--- src/rtl/ast_packet_arbiter.sv ---
// Packet-granular round-robin arbiter: N Avalon-ST sources share one sink.
// Grant is held sop..eop; over-long packets are cut with a forced eop and the remainder drained.
module ast_packet_arbiter #(
  parameter int AST_DWIDTH     = 64,
  parameter int N_PORTS        = 4,
  parameter int CHANNEL_WIDTH  = 2,
  parameter int MAX_PCKT_WORDS = 190,
  localparam int EMPTY_WIDTH   = $clog2(AST_DWIDTH/8)
) (
  input  logic                           clk_i,
  input  logic                           rst_n_i,
  input  logic [N_PORTS*AST_DWIDTH-1:0]  snk_data_i,
  input  logic [N_PORTS*EMPTY_WIDTH-1:0] snk_empty_i,
  input  logic [N_PORTS-1:0]             snk_sop_i,
  input  logic [N_PORTS-1:0]             snk_eop_i,
  input  logic [N_PORTS-1:0]             snk_valid_i,
  output logic [N_PORTS-1:0]             snk_ready_o,
  output logic [AST_DWIDTH-1:0]          src_data_o,
  output logic [EMPTY_WIDTH-1:0]         src_empty_o,
  output logic                           src_sop_o,
  output logic                           src_eop_o,
  output logic                           src_valid_o,
  output logic [CHANNEL_WIDTH-1:0]       src_channel_o,
  input  logic                           src_ready_i,
  output logic                           trunc_o,
  output logic                           orphan_o
);

  localparam int CW = $clog2(MAX_PCKT_WORDS+1);
  localparam int PW = (N_PORTS > 1) ? $clog2(N_PORTS) : 1;

  typedef enum logic [1:0] {IDLE, XFER, DROP} state_t;

  state_t                 state, state_nxt;
  logic [PW-1:0]          grant, grant_nxt;
  logic [PW-1:0]          ptr, ptr_nxt;
  logic [CW-1:0]          cnt, cnt_nxt;

  logic [N_PORTS-1:0]     cand;
  logic                   pick_found;
  logic [PW-1:0]          pick_idx;

  logic [AST_DWIDTH-1:0]  g_data;
  logic [EMPTY_WIDTH-1:0] g_empty;
  logic                   g_sop, g_eop, g_valid;

  logic                   out_rdy;
  logic                   load, force_eop, trunc_nxt, orphan_nxt;

  // Port index base+off, wrapping at N_PORTS (off < N_PORTS, base < N_PORTS).
  function automatic logic [PW-1:0] rr_index(input logic [PW-1:0] base, input int off);
    logic [PW:0] sum;
    sum = {1'b0, base} + (PW+1)'(off);
    if (sum >= (PW+1)'(N_PORTS))
      sum = sum - (PW+1)'(N_PORTS);
    return sum[PW-1:0];
  endfunction

  function automatic logic [PW-1:0] next_port(input logic [PW-1:0] p);
    return (p == PW'(N_PORTS-1)) ? '0 : p + PW'(1);
  endfunction

  assign out_rdy = ~src_valid_o | src_ready_i;
  assign cand    = snk_valid_i & snk_sop_i;

  always_comb begin
    pick_found = 1'b0;
    pick_idx   = '0;
    for (int i = 0; i < N_PORTS; i++) begin
      if (!pick_found && cand[rr_index(ptr, i)]) begin
        pick_found = 1'b1;
        pick_idx   = rr_index(ptr, i);
      end
    end
  end

  // Granted-port view of the sink bus.
  always_comb begin
    g_data  = '0;
    g_empty = '0;
    g_sop   = 1'b0;
    g_eop   = 1'b0;
    g_valid = 1'b0;
    for (int p = 0; p < N_PORTS; p++) begin
      if (grant == PW'(p)) begin
        g_data  = snk_data_i[p*AST_DWIDTH +: AST_DWIDTH];
        g_empty = snk_empty_i[p*EMPTY_WIDTH +: EMPTY_WIDTH];
        g_sop   = snk_sop_i[p];
        g_eop   = snk_eop_i[p];
        g_valid = snk_valid_i[p];
      end
    end
  end

  always_comb begin
    state_nxt   = state;
    grant_nxt   = grant;
    ptr_nxt     = ptr;
    cnt_nxt     = cnt;
    snk_ready_o = '0;
    load        = 1'b0;
    force_eop   = 1'b0;
    trunc_nxt   = 1'b0;
    orphan_nxt  = 1'b0;
    case (state)
      IDLE: begin
        // Mid-packet words with no owner are swallowed so they cannot block the port.
        snk_ready_o = snk_valid_i & ~snk_sop_i;
        orphan_nxt  = |(snk_valid_i & ~snk_sop_i);
        if (pick_found) begin
          grant_nxt = pick_idx;
          cnt_nxt   = '0;
          state_nxt = XFER;
        end
      end
      XFER: begin
        snk_ready_o[grant] = out_rdy;
        if (g_valid && out_rdy) begin
          load    = 1'b1;
          cnt_nxt = cnt + CW'(1);
          if (g_eop) begin
            state_nxt = IDLE;
            ptr_nxt   = next_port(grant);
          end else if (cnt == CW'(MAX_PCKT_WORDS-1)) begin
            force_eop = 1'b1;
            trunc_nxt = 1'b1;
            state_nxt = DROP;
          end
        end
      end
      DROP: begin
        snk_ready_o[grant] = 1'b1;
        if (g_valid && g_eop) begin
          state_nxt = IDLE;
          ptr_nxt   = next_port(grant);
        end
      end
      default: state_nxt = IDLE;
    endcase
  end

  always_ff @(posedge clk_i or negedge rst_n_i) begin
    if (!rst_n_i) begin
      state    <= IDLE;
      grant    <= '0;
      ptr      <= '0;
      cnt      <= '0;
      trunc_o  <= 1'b0;
      orphan_o <= 1'b0;
    end else begin
      state    <= state_nxt;
      grant    <= grant_nxt;
      ptr      <= ptr_nxt;
      cnt      <= cnt_nxt;
      trunc_o  <= trunc_nxt;
      orphan_o <= orphan_nxt;
    end
  end

  // Output slice stage: loads on an accepted word, otherwise drains when downstream takes it.
  always_ff @(posedge clk_i or negedge rst_n_i) begin
    if (!rst_n_i) begin
      src_valid_o   <= 1'b0;
      src_data_o    <= '0;
      src_empty_o   <= '0;
      src_sop_o     <= 1'b0;
      src_eop_o     <= 1'b0;
      src_channel_o <= '0;
    end else if (load) begin
      src_valid_o   <= 1'b1;
      src_data_o    <= g_data;
      src_empty_o   <= force_eop ? '0 : g_empty;
      src_sop_o     <= g_sop;
      src_eop_o     <= g_eop | force_eop;
      src_channel_o <= CHANNEL_WIDTH'(grant);
    end else if (src_ready_i) begin
      src_valid_o   <= 1'b0;
    end
  end

endmodule
--- config.mk ---
export PLATFORM = sky130hd
export DESIGN_NAME = ast_packet_arbiter
export DESIGN_NICKNAME = d
export VERILOG_FILES = /design/src/rtl/ast_packet_arbiter.sv
export SDC_FILE = /design/constraint.sdc
export NUM_CORES = 1
export LEC_CHECK = 0
export ABC_AREA = 1
export ABC_CLOCK_PERIOD_IN_PS = 5750
export CAP_MARGIN = 20
export CORE_AREA = 2 2 142 144
export CTS_CLUSTER_SIZE = 8
export DETAILED_ROUTE_END_ITERATION = 10
export DIE_AREA = 0 0 144 146
export HOLD_SLACK_MARGIN = 0.12
export PLACE_DENSITY = 0.67
export RECOVER_POWER = 100
export SLEW_MARGIN = 20
export SYNTH_ARGS = -nofsm -noshare
export SYNTH_HDL_FRONTEND = slang
export SYNTH_SLANG_ARGS = --single-unit
--- constraint.sdc ---
create_clock -name clk_i -period 5.75 [get_ports clk_i]
set_input_delay 1.725 -clock clk_i [delete_from_list [all_inputs] [get_ports clk_i]]
set_output_delay 1.725 -clock clk_i [all_outputs]
set_load 0.005 [all_outputs]
==> results by group, run 1 <==
Routing
  – WL/cell: 17.0 µm
  – Remaining DRCs: 0
  – DRT iter0 DRCs: 332
  – Via density: 4.89
  – Final ANT Viol Nets: 0
  – Drt pass-1 iters: 4
  – Vias: 6635
  – Routed WL: 23100 µm

Timing
  – Fin crit period: 5.14 ns
  – Min Hold Slack: 0.477 ns
  – Worst slew pin tran: 3.00 ns
  – Fin. max-slew vios: 106
  – Final clock skew: 0.0124 ns
  – RSZ-0062 raised after global routing: no
  – Total negative slack: 0 ns
  – Final period util: 89.4%
  – # setup viols final: 0
  – Max-slew headroom: -100%
  – Final Hold Violating Endpoints: 0
  – F_max: 0.194 GHz

Logic synthesis
  – Async set-reset flop share out of synthesis: 100%
  – Mapped Nets: 1059
  – Gate Count Post-Synth: 766
  – Synth Flop Type: dfrtp_1
  – Sequential-to-total area share from yosys stat: 38.7%
  – Mapped Area: 5690 µm²
  – Synth Warn #: 0
  – Cell variety after synth: 31
  – Number of flops mapped to enable cells by yosys: 0
  – Synth Register Bits: 88
  – Avg Inst Size Synth: 7.43 µm²

GRT
  – GR Util All Layers: 21.2%
  – Number of global-route vias before repair: 6402
  – Initial antenna violation count: 2
  – Largest net degree at the start of global routing: 98
  – First-pass GRT wire length: 34600 µm
  – Total grt overflow: 0

Setup path
  – CP max-delay cell: dlygate4sd3_1
  – Buf+Inv Stages, Crit Path: 3
  – CP Cell Sequence: clkdlybuf4s50_1 -> nor2_1 -> nor2_1 -> nor2_1 -> o22ai_1 -> nand2_1 -> inv_1 -> dlygate4sd3_1
  – Critical path's most frequent cell: nor2_1
  – Cell family with most CP delay: buffers and inverters
  – Critical Path RT: 4.03 ns
  – Crit path from: src_ready_i
  – RR Startpoint: grant[1]$_DFFE_PN0P_
  – Worst Path Max Fanout: 4
  – Setup CP Type: in2out
  – CP Data Arrival Time: 3.42 ns
  – Startpoint types: input pin
  – Kind of end point of the critical path: output port
  – Crit path largest cell delay: 0.56 ns

Job
  – Max-cap violation count: 3

Clocking
  – Root Buffer: clkbuf_16
  – CTS tree: built
  – Clk slew on worst S/H paths: 0.06 ns
  – Clk buf depth: 2
  – CTS Buf Count: 9
  – H-tree levels: 3
  – Worst skew pair latency: 0.35 ns
  – Cts hold-fix bufs: 0
  – Clk sinks: 88
  – Post-CTS resize count: 0
  – Post-CTS Setup Inserts: 0

Status
  – Outcome: finished, violations left
  – Failing checks: capacitance limit, slew limit

Finish
  – Syn-to-layout area delta: 70.7%
  – Fillcell total: 1897
  – Fraction of layout cells with a size suffix above 1: 3.30%
  – Final #Nets: 1379
  – Final Instance Count excl. Fillers: 1358

Floorplan
  – Die height: 146 µm
  – Row count: 51
  – # IOs: 361
  – Die area: 21000 µm²
  – Die W: 144 µm
  – Starting density of the core: 29.4%
  – Core area: 19300 µm²

Pwr
  – Worst vdd ir: 0.000407 V
  – Leak: 4.02 nW
  – Pwr Density: 447 nW/µm²
  – Power, Total: 4.34 mW

Min path
  – Hold wc startpoint: src_data_o[30]$_DFFE_PN0P_
  – Hold WC Path Type: reg2reg

Place
  – Placer Congestion: 0.829
  – Port Buffers: 360
  – Placed cells: 1340
  – Post-DP HPWL: 17200 µm
worst reg2reg max path, stage by stage, from the launching register on:
cell and delay, ns:
dfrtp_1 0.41, inv_1 0.10, ha_2 0.44, nor2_4 0.91, nand2_1 0.11, nand2_1 0.09, nand2_1 0.06, nand2_1 0.15
nand2_1 0.10, inv_1 1.05, clkbuf_2 0.89, nor2_1 0.10, a31oi_1 0.18
stage by stage:
stage	util, %	setup WS [ns]	cell area, µm²
finish	50.2	0.607	9710
global route	50.2	0.318	9710
CTS	50.4	0.707	9740
detailed placement	48.7	0.713	9420
global placement	48.7	0.743	9420
floorplan	-	1.75	5690
cells in the final DEF (no fill, tap or decap), types with 24 or more instances in the layout:
cell type,netlist,routed
o211ai_1,47,47
dfrtp_1,88,88
o21ai_0,77,82
a31oi_1,46,46
dlygate4sd3_1,0,80
nand2_1,197,198
a22oi_1,67,67
a21oi_1,24,24
clkdlybuf4s50_1,0,279
inv_1,35,35
nor2_1,60,61
kinds of logic after synthesis:
group	after synthesis	share of synthesized area, %
AOI/OAI and AO/OA	277	30.7
xor gates and xnor gates	3	0.462
adders and majority gates	10	2.20
buffers and inverters	100	7.68
DFF	88	38.7
and+or+nand+nor	288	20.2
Yosys cell counts (all sizes together), types with 3 or more instances:
master  instances  area (µm²)
o22ai           5        31.3
nand2         200         758
xor2            3        26.3
dfrtp          88        2200
inv            40         150
a31oi          46         288
o21ai          84         420
nand3          15        75.1
buf            28         166
o211ai         47         353
a21oi          24         120
nand4           5        37.5
ha             10         125
clkbuf         32         120
nor3            3        15.0
nor2           62         243
a22oi          67         503
sequential cells by signal (all words and copies together), names as in the netlist:
signal	cells
cnt	8
grant	2
orphan_o	1
ptr	2
src_channel_o	2
src_data_o	64
src_empty_o	3
src_eop_o	1
src_sop_o	1
src_valid_o	1
state	2
trunc_o	1
area by class of cell:
cell class / count / area (µm²) / area share (%)
timing repair buffer: 369 / 3660 / 37.6
multi-input combinational: 578 / 3050 / 31.4
sequential: 88 / 2200 / 22.7
tap: 265 / 332 / 3.41
clock buffer: 11 / 253 / 2.60
inverter: 40 / 151 / 1.56
clock inverter: 5 / 62.6 / 0.644
antenna: 2 / 5.00 / 0.0515
routing by layer:
metal	vias up	global-route usage (%)	routed length [µm]
met5	-	0	0
met4	0	7.70	524
met1	3007	25.4	9470
met3	32	4.34	1730
met2	240	37.0	11400
li1	3356	-	-
path summary, 6_finish.rpt:
path / endpoint / slack (ns) / cells after the start
max: snk_ready_o[1] / 0.61 / 8
min: src_data_o[30]$_DFFE_PN0P_ / 0.48 / 2
max reg2reg: src_data_o[27]$_DFFE_PN0P_ / 1.07 / 12
min reg2reg: src_data_o[30]$_DFFE_PN0P_ / 0.48 / 2
max in group asynchronous: src_data_o[47]$_DFFE_PN0P_ / 1.25 / 2
min in group asynchronous: src_channel_o[0]$_DFFE_PN0P_ / 2.34 / 1
power by group:
group / internal, mW / switching (mW) / leakage (nW) / total [mW]
sequential: 0.903 / 0.149 / 1.06 / 1.05
clock: 0.364 / 0.261 / 0.149 / 0.625
combinational: 1.16 / 1.51 / 2.81 / 2.67
Power figures use the tool's default switching activity.
==> run 2, diff against run 1 <==
--- a/config.mk
+++ b/config.mk
@@ -13,7 +13,7 @@
 export DETAILED_ROUTE_END_ITERATION = 10
 export DIE_AREA = 0 0 144 146
 export HOLD_SLACK_MARGIN = 0.12
-export PLACE_DENSITY = 0.67
+export PLACE_DENSITY = 0.69
 export RECOVER_POWER = 100
 export SLEW_MARGIN = 20
 export SYNTH_ARGS = -nofsm -noshare
==> run 2 against run 1 <==
The run still ends with capacitance limit, slew limit left. Design area decreased by 0.55%. Cell count is 0.15% lower. Core utilization decreased by 0.28 points. Die area is the same. Wire length is 1.1% lower. Hold slack hardly changed. First-iteration DRC count up 7.8%. Flip-flop and latch count did not move. Count of clock-buffer cells in the layout did not move. Critical path type unchanged. Critical endpoint unchanged.
==> results by group, run 2 (synthesized netlist as in run 1, its figures left out) <==
Timing
  – RSZ-0062 raised after global routing: no
  – Fin crit period: 5.17 ns (+0.0290 ns)
  – Total negative slack: 0 ns (unchanged)
  – Final Hold Violating Endpoints: 0 (unchanged)
  – # setup viols final: 0 (unchanged)
  – Fin. max-slew vios: 187 (+76%)
  – Worst slew pin tran: 2.70 ns (-0.302 ns)
  – Final period util: 89.9% (+0.50 points)
  – Max-slew headroom: -80.0% (+20 points)
  – F_max: 0.193 GHz (-0.56%)
  – Final clock skew: 0.00874 ns (-0.00371 ns)

Min path
  – Hold WC Path Type: reg2reg
  – Hold wc startpoint: src_data_o[22]$_DFFE_PN0P_
  – Worst Hold End: src_data_o[22]$_DFFE_PN0P_
  – Hold Path Depth: 2 (unchanged)

Setup path
  – Reg2Reg Setup Slack: 1.05 ns (-0.02 ns)
  – CP Cell Sequence: clkdlybuf4s50_1 -> nor2_1 -> nor2_1 -> nor2_1 -> o22ai_1 -> nand2_1 -> inv_1 -> dlygate4sd3_1
  – Startpoint types: input pin
  – CP Data Arrival Time: 3.45 ns (+0.03 ns)
  – CP max-delay cell: dlygate4sd3_1
  – Worst Path Max Fanout: 4 (unchanged)
  – Critical Path RT: 4.03 ns (about the same)
  – Cell family with most CP delay: buffers and inverters
  – Critical path's most frequent cell: nor2_1
  – RR Endpoint: cnt[6]$_DFFE_PN0P_
  – RR Startpoint: grant[1]$_DFFE_PN0P_
  – Crit path largest cell delay: 0.57 ns (about the same)
  – Setup CP Type: in2out
  – Worst R2R Path Depth: 15 (+3)
  – Kind of end point of the critical path: output port
  – Buf+Inv Stages, Crit Path: 3 (unchanged)

Finish
  – Syn-to-layout area delta: 69.8%
  – Commonest non-fill, non-tap cell in the layout: clkdlybuf4s50_1
  – Register Area: 2200 µm² (unchanged)
  – Final Instance Count excl. Fillers: 1356 (-0.15%)
  – Area taken by multi-input logic gates: 3040 µm² (-0.16%)
  – Biggest regs: src_data_o (64), cnt (8), src_empty_o (3)
  – Most frequent cells in the layout: 280 x clkdlybuf4s50_1, 199 x nand2_1, 88 x dfrtp_1
  – Final #Nets: 1379 (unchanged)
  – Largest register FFs: 64 (unchanged)
  – Fraction of layout cells with a size suffix above 1: 2.84% (-0.46 points)
  – Fillcell total: 1886 (-0.58%)
  – Top reg by flops: src_data_o
  – Diode count: 0 (-2)

Place
  – Placed cells: 1340 (unchanged)
  – Port Buffers: 360 (unchanged)
  – Placer Congestion: 0.852 (+2.7%)
  – Post-DP HPWL: 17100 µm (-0.52%)

Clocking
  – Clk slew on worst S/H paths: 0.06 ns (about the same)
  – Clk sinks: 88 (unchanged)
  – Post-CTS Setup Inserts: 0 (unchanged)
  – Post-CTS resize count: 0 (unchanged)
  – Cts hold-fix bufs: 0 (unchanged)
  – H-tree levels: 3 (unchanged)
  – CTS tree: built
  – Worst skew pair latency: 0.34 ns (about the same)
  – CTS Buf Count: 9 (unchanged)
  – Root Buffer: clkbuf_16
  – Clk buf depth: 2 (unchanged)

Pwr
  – Clock Power Share: 13.1% (-1.3 points)
  – Pwr Density: 441 nW/µm² (-1.3%)
  – NetSw: 1.90 mW (-0.92%)
  – Leak: 4.00 nW (-0.56%)
  – Internal power: 2.36 mW (-2.6%)
  – Sw Ratio: 44.7% (+0.42 points)
  – Combinational cell fraction of total power: 62.3% (+0.9 points)
  – Worst vdd ir: 0.000397 V (-2.6%)
  – Reg power frac: 24.7% (+0.5 points)

Routing
  – Final ANT Viol Nets: 0 (unchanged)
  – DRT iter0 DRCs: 358 (+7.8%)
  – Routed WL: 22900 µm (-1.1%)
  – Via density: 4.96 (+1.4%)
  – Remaining DRCs: 0 (unchanged)
  – WL/cell: 16.9 µm (-0.93%)
  – Vias: 6720 (+1.3%)
  – Drt pass-1 iters: 5 (+1)

Floorplan
  – Die height: 146 µm (unchanged)
  – Die area: 21000 µm² (unchanged)
  – Row count: 51 (unchanged)
  – Core area: 19300 µm² (unchanged)
  – Starting density of the core: 29.4% (unchanged)
  – Die W: 144 µm (unchanged)
  – # IOs: 361 (unchanged)

GRT
  – Largest net degree at the start of global routing: 88 (-10%)
  – First-pass GRT wire length: 34400 µm (-0.60%)
  – Total grt overflow: 0 (unchanged)
  – Initial antenna violation count: 0 (-2)
  – GR Util All Layers: 20.9% (-0.27 points)
  – Number of global-route vias before repair: 6355 (-0.73%)

Status
  – Outcome: finished, violations left
  – Failing checks: capacitance limit, slew limit

Job
  – Max-cap violation count: 3 (unchanged)
-- run 2: changes by cell type in the layout (fill, tap and decap cells not counted), moves of 2 or more --
cell / previous run / this run
inv_6: 2 / 0
clkbuf_1: 2 / 4
diode_2: 2 / 0
clkinv_2: 1 / 3
-- run 2: power groups by stage --
stage | Sequential [mW] | Clock [mW] | Combinational, mW
after global routing | 1.09 | 0.599 | 2.97
after global placement | 1.06 | 0 | 2.77
final | 1.05 | 0.556 | 2.65
after floorplan | 1.07 | 0 | 1.63
after CTS | 1.06 | 0.577 | 2.81
after detailed placement | 1.07 | 0 | 2.80
-- run 2: worst max path at each step --
stage	depth (start not counted)	startpoint	end
floorplan	6	src_ready_i	snk_ready_o[2]
global placement	8	src_ready_i	snk_ready_o[1]
detailed placement	8	src_ready_i	snk_ready_o[1]
CTS	8	src_ready_i	snk_ready_o[1]
global route	12	snk_valid_i[2]	cnt[5]$_DFFE_PN0P_
finish	8	src_ready_i	snk_ready_o[1]
-- run 2: worst reg2reg max path, stage by stage (launching register included) --
cell and delay [ns]:
dfrtp_1 0.42, inv_1 0.11, ha_1 0.16, buf_4 0.59
nor2_4 0.48, nand2_1 0.14, nand2_1 0.05, nand2_1 0.05
nand2_1 0.11, nand2_1 0.10, clkbuf_1 1.29, o21ai_0 0.36
nand2_1 0.35, inv_1 0.19, nand2_1 0.08, o21ai_0 0.08
-- run 2: stage by stage --
stage | hold slack [ns] | area [µm²] | setup slack, ns | total power, mW | utilization (%)
after global routing | 0.502 | 9660 | 0.321 | 4.66 | 49.9
after detailed placement | 0.473 | 9420 | 0.746 | 3.87 | 48.7
after floorplan | 0.474 | 5690 | 1.75 | 2.70 | -
final | 0.478 | 9660 | 0.578 | 4.26 | 49.9
after global placement | 0.466 | 9420 | 0.743 | 3.83 | 48.7
after CTS | 0.491 | 9700 | 0.728 | 4.45 | 50.1
-- run 2: routing by layer --
layer	vias to the layer above	wire (µm)	global-route usage, %
li1	3344	-	-
met1	3069	9450	25.9
met2	264	11100	35.7
met3	43	1700	3.95
met4	0	624	7.89
met5	-	0	0
-- run 2: cell type report --
class                   count  share of cell area (%)
multi-input cells         578                    31.5
clock inverters             5                   0.337
flip-flops and latches     88                    22.8
well taps                 265                    3.43
inverters                  40                    1.57
clock buffers              11                    2.51
repair buffers            369                    37.8
